### src/rtl/flag_branch_resolver_pkg.sv
// Shared types for the flag producer/consumer path: condition codes, flag
// vector layout and bit positions used by both the ALU and the branch resolver.
package flag_branch_resolver_pkg;

  typedef logic [1:0] flags_t;

  localparam int unsigned FLAG_Z = 0;
  localparam int unsigned FLAG_N = 1;

  typedef enum logic [2:0] {
    CondAlways = 3'd0,
    CondEq     = 3'd1,
    CondNe     = 3'd2,
    CondLt     = 3'd3,
    CondGe     = 3'd4,
    CondGt     = 3'd5,
    CondLe     = 3'd6,
    CondNever  = 3'd7
  } cond_e;

endpackage

### src/rtl/flag_cond_eval.sv
// Pure combinational evaluation of a condition code against a flag vector;
// shared by branch resolution and any predicated-execution logic.
module flag_cond_eval
  import flag_branch_resolver_pkg::*;
(
  input  cond_e  cond_i,
  input  flags_t flags_i,
  output logic   taken_o
);

  logic z;
  logic n;

  assign z = flags_i[FLAG_Z];
  assign n = flags_i[FLAG_N];

  always_comb begin
    taken_o = 1'b0;
    unique case (cond_i)
      CondAlways: taken_o = 1'b1;
      CondEq:     taken_o = z;
      CondNe:     taken_o = ~z;
      CondLt:     taken_o = n;
      CondGe:     taken_o = ~n;
      CondGt:     taken_o = ~z & ~n;
      CondLe:     taken_o = z | n;
      CondNever:  taken_o = 1'b0;
      default:    taken_o = 1'b0;
    endcase
  end

endmodule

### src/rtl/flag_branch_resolver.sv
// Latches ALU zero/negative flags, counts in-flight flag setters and resolves
// conditional branches once every older flag write has landed.
module flag_branch_resolver
  import flag_branch_resolver_pkg::*;
#(
  parameter int unsigned MAX_PEND = 3,
  localparam int unsigned CW      = $clog2(MAX_PEND + 1)
) (
  input  logic          clk,
  input  logic          rst,
  input  logic          fs_issue,
  input  logic          flags_we,
  input  logic [1:0]    flags_in,
  input  logic          flush,
  input  logic          br_valid,
  input  logic [2:0]    br_cond,
  output logic          br_stall,
  output logic          br_done,
  output logic          br_taken,
  output logic [1:0]    flags_q,
  output logic [CW-1:0] pend_cnt,
  output logic          err
);

  localparam logic [CW-1:0] PendMax = CW'(MAX_PEND);
  localparam logic [CW-1:0] PendOne = CW'(1);

  flags_t        flags_d;
  logic [CW-1:0] pend_d;
  logic          err_d;
  logic          br_done_d;
  logic          br_taken_d;

  flags_t        flags_eff;
  logic          pend_zero;
  logic          we_valid;
  logic [CW-1:0] rem;
  logic          accept;
  logic          cond_taken;
  cond_e         cond;

  assign pend_zero = (pend_cnt == '0);
  assign we_valid  = flags_we & ~pend_zero;
  assign rem       = pend_cnt - CW'(we_valid);

  // A setter issued alongside the branch is younger, so only rem matters here.
  assign br_stall = br_valid & (rem != '0) & ~flush;
  assign accept   = br_valid & ~br_stall & ~flush;

  // The final outstanding write is forwarded so the branch resolves this cycle.
  assign flags_eff = (flags_we && pend_cnt == PendOne) ? flags_t'(flags_in) : flags_t'(flags_q);
  assign cond      = cond_e'(br_cond);

  flag_cond_eval u_cond_eval (
    .cond_i  (cond),
    .flags_i (flags_eff),
    .taken_o (cond_taken)
  );

  always_comb begin
    flags_d = flags_we ? flags_t'(flags_in) : flags_t'(flags_q);
    pend_d  = pend_cnt;
    err_d   = err;

    // Writeback with nothing outstanding is an underflow even during flush.
    if (flags_we && pend_zero) begin
      err_d = 1'b1;
    end

    if (flush) begin
      pend_d = '0;
    end else begin
      unique case ({fs_issue, flags_we})
        2'b10: begin
          if (pend_cnt == PendMax) begin
            err_d = 1'b1;
          end else begin
            pend_d = pend_cnt + PendOne;
          end
        end
        2'b01: begin
          if (!pend_zero) begin
            pend_d = pend_cnt - PendOne;
          end
        end
        default: pend_d = pend_cnt;
      endcase
    end

    br_done_d  = accept;
    br_taken_d = accept ? cond_taken : br_taken;
  end

  always_ff @(posedge clk) begin
    if (rst) begin
      flags_q  <= 2'b00;
      pend_cnt <= '0;
      err      <= 1'b0;
      br_done  <= 1'b0;
      br_taken <= 1'b0;
    end else begin
      flags_q  <= flags_d;
      pend_cnt <= pend_d;
      err      <= err_d;
      br_done  <= br_done_d;
      br_taken <= br_taken_d;
    end
  end

endmodule

### config.mk
export PLATFORM = sky130hd
export DESIGN_NAME = flag_branch_resolver
export DESIGN_NICKNAME = d
export VERILOG_FILES = /design/src/rtl/flag_branch_resolver_pkg.sv /design/src/rtl/flag_cond_eval.sv /design/src/rtl/flag_branch_resolver.sv
export SDC_FILE = /design/constraint.sdc
export NUM_CORES = 1
export LEC_CHECK = 0
export ABC_AREA = 1
export CAP_MARGIN = 0
export CORE_AREA = 2 2 39 41
export DETAILED_ROUTE_END_ITERATION = 8
export DIE_AREA = 0 0 41 43
export MAX_ROUTING_LAYER = met4
export PLACE_DENSITY = 0.76
export SETUP_SLACK_MARGIN = 0.5
export SLEW_MARGIN = 20
export SYNTH_ARGS = -nofsm -noshare
export SYNTH_HDL_FRONTEND = slang
export SYNTH_SLANG_ARGS = --single-unit
### constraint.sdc
create_clock -name clk -period 2 [get_ports clk]
set_input_delay 0.4 -clock clk [delete_from_list [all_inputs] [get_ports clk]]
set_output_delay 0.4 -clock clk [all_outputs]
set_load 0.02 [all_outputs]
==> results_dict.tcl <==
set metrics [dict create \
    worst_slew_pin_slew_ns 0.2891 \
    cts_tree "yes" \
    synth_compound_area_share_pct 16.82 \
    num_vias 602 \
    layout.nets 127 \
    synthAdderAreaFrac_pct 7.109 \
    cts_buffers 3 \
    core_mm2 0.001384 \
    synthSimpleGateAreaFrac_pct 34.36 \
    synth_top_family_by_area "simple AND/OR/NAND/NOR gates" \
    synth_area_per_cell_um2 6.600 \
    grt_pass1_wl_um 1849 \
    cts-root-buf "clkbuf_4" \
    gp_congestion 0.7345 \
    fin_crit_sh_pct 82.16 \
    clock_sinks 7 \
    worst-path-buf-inv 3 \
    rsz0062_at_grt "true" \
    antenna_left 0 \
    path_depth 6 \
    vdd_drop_max_v 0.0003358 \
    gr-total-overflow 0 \
    r2r_start "pend_cnt[1]" \
    hp-class "in2reg" \
    die_w_um 41 \
    area_growth_syn_to_layout_pct 68.72 \
    crit_type "reg2out" \
    startpoint "pend_cnt[1]" \
    max_freq_mhz 608.6 \
    syn-instance-count 80 \
    ff2ff_setup_slack_ns 0.54 \
    postLayoutCoreUtil_pct 64.38 \
    fin_ws_ns 0.3568 \
    tns_ns 0 \
    reg2reg_depth 8 \
    required_ns 1.60 \
    grt_max_degree 8 \
    synth.distinct_cells 20 \
    post-dp-hpwl_um 958.2 \
    yosysSeqAreaShare_pct 26.54 \
    via_per_inst 4.703 \
    num_rows 14 \
    path_cells "inv_4, ha_4, inv_4, nand3_4, a31oi_4, buf_6" \
    cts_buffer_depth 2 \
    end_kind "primary output" \
    hold_buffers 0 \
    cap_violations 0 \
    powerDensity_mw_per_mm2 470.1 \
    start_util_pct 38.16 \
    cpMostUsedCell "inv_4" \
    slowest_delay_ns 0.36 \
    cellLeakagePower_uw 0.0004539 \
    cts.clk_slew.worst_paths_ns 0.05 \
    synth.net_count 94 \
    ys_ff_latch 7 \
    grtUsageTotal_pct 16.07 \
    num_antenna_cells 0 \
    synth-warning-count 0 \
    setup_viol 0 \
    drive_above_1_share_pct 31.25 \
    report.final.hold_viol_count 0 \
    total_power_uw 418.8 \
    endpoint "br_stall" \
    drt_iter0_drc 2 \
    r2r-end "pend_cnt[0]" \
    report.final.slew_viol_count 0 \
    die_h_um 43 \
    slew_headroom_pct 80.73 \
    arrival_ns 1.24 \
    outcome "complete, no violations" \
    netlist_area_um2 528.0 \
    num_io_pins 19 \
    drt-wirelength-per-cell_um 9.883 \
    placed_area_um2 799.5 \
    routed_wl_um 1265 \
    drc 0 \
    finClkSkew_ns 0.0008551 \
    grt_pass1_vias 487 \
    io_buffers 18 \
    synth_xor_area_share_pct 1.659 \
    antenna_found_initial 0 \
    postLayoutCellArea_um2 890.9 \
    crit_fanout 2 \
    synthMuxAreaShare_pct 0 \
    min_period_ns 1.643 \
    slowest_stage "dfxtp_4" \
    dieArea_mm2 0.001763 \
    drt_pass1_iterations 3 \
    cpLargestDelayFamily "flip-flops" \
    insertion_delay_ns 0.24 \
    cts_htree_levels 1 \
    cp-start-kind "flip-flop" \
    dp_slack_ns -0.3000 \
]
-- flip-flops by register name (all words and copies together), names as in the netlist --
name / cells
br_done: 1
br_taken: 1
err: 1
flags_q: 2
pend_cnt: 2
-- worst register-to-register path, stage by stage (launching register included) --
cell	delay, ns
dfxtp_4	0.36
inv_4	0.04
ha_4	0.16
buf_4	0.12
buf_4	0.12
buf_4	0.13
o21ai_2	0.22
a21oi_1	0.10
o21a_1	0.11
-- where the power goes --
part / internal, uW / switching (uW)
logic: 67.0 / 73.7
registers: 147 / 5.53
clock network: 76.0 / 49.6
-- layout make-up --
cell class / instances / area, um2
fill: 126 / 493.0
multi-input combinational: 56 / 369.1
timing repair buffer: 29 / 260.3
sequential: 7 / 147.6
inverter: 16 / 67.56
clock buffer: 4 / 26.28
tap: 16 / 20.02
-- worst min path at each step --
stage / endpoint / from / slack, ns / depth (start not counted)
2_1_floorplan: err / rst / 0.47 / 1
3_3_place_gp: br_taken / br_taken / 0.50 / 2
3_5_place_dp: br_taken / br_taken / 0.51 / 2
4_1_cts: br_taken / br_taken / 0.51 / 2
5_1_grt: pend_cnt[1] / flush / 0.52 / 4
6_report: pend_cnt[1] / flush / 0.50 / 4
-- placed cells by master, fill, tap and decap left out, drive strengths merged --
| master | synthesis | routed |
|---|---|---|
| nand2 | 19 | 19 |
| inv | 16 | 16 |
| buf | 1 | 12 |
| nor2 | 10 | 10 |
| clkdlybuf4s50 | 0 | 7 |
| dlygate4sd2 | 0 | 7 |
| dfxtp | 7 | 7 |
| nand3 | 7 | 7 |
| a21oi | 6 | 6 |
| o21ai | 5 | 5 |
| clkbuf | 0 | 4 |
| ha | 3 | 3 |
| nor3 | 2 | 2 |
| dlymetal6s2s | 0 | 2 |
| a31oi | 1 | 1 |
| o21a | 1 | 1 |
| xor2 | 1 | 1 |
| a211oi | 1 | 1 |
| clkdlybuf4s15 | 0 | 1 |
-- synth_stat cells --
library cell / number / area, um2
inv_1: 16 / 60.06
a31oi_1: 1 / 6.260
o21a_1: 1 / 7.510
o21ai_2: 2 / 17.52
buf_6: 1 / 11.26
nand2_4: 1 / 11.26
nand2_2: 3 / 18.77
nor2_2: 1 / 6.260
nor2_1: 9 / 33.78
ha_1: 3 / 37.54
nand2_1: 15 / 56.30
a211oi_2: 1 / 12.51
nand3_1: 5 / 25.02
nor3_1: 2 / 10.01
a21oi_1: 6 / 30.03
xor2_1: 1 / 8.760
o21ai_1: 1 / 5.000
nand3_2: 2 / 20.02
dfxtp_1: 7 / 140.1
o21ai_0: 2 / 10.01
-- what timing repair did --
item,CTS,global route
pin swaps,1,4
setup endpoints to repair,11,2
setup buffers,1,3
resized for setup,15,11
-- routing by layer --
layer | global-route usage (%) | vias up | wire length, um
met1 | 18.71 | 273 | 513
met4 | 8.000 | 0 | 4
met5 | - | - | 0
li1 | - | 314 | -
met3 | 4.712 | 2 | 64
met2 | 24.06 | 13 | 683
-- logic make-up (layout without fill, tap and decap cells) --
| group | Yosys count | count (layout) |
|---|---|---|
| buf+inv | 17 | 49 |
| flops | 7 | 7 |
| fa+ha+maj | 3 | 3 |
| simple gates | 38 | 38 |
| xor+xnor | 1 | 1 |
| compound gates | 14 | 14 |
-- metrics by stage --
step | instances | hold slack (ns)
final | 128 | 0.4997
after global routing | 128 | 0.5172
after CTS | 125 | 0.5141
after detailed placement | 120 | 0.5093
after global placement | 120 | 0.5046
after floorplan | 80 | 0.4691
(Power assumes the default switching activity.)
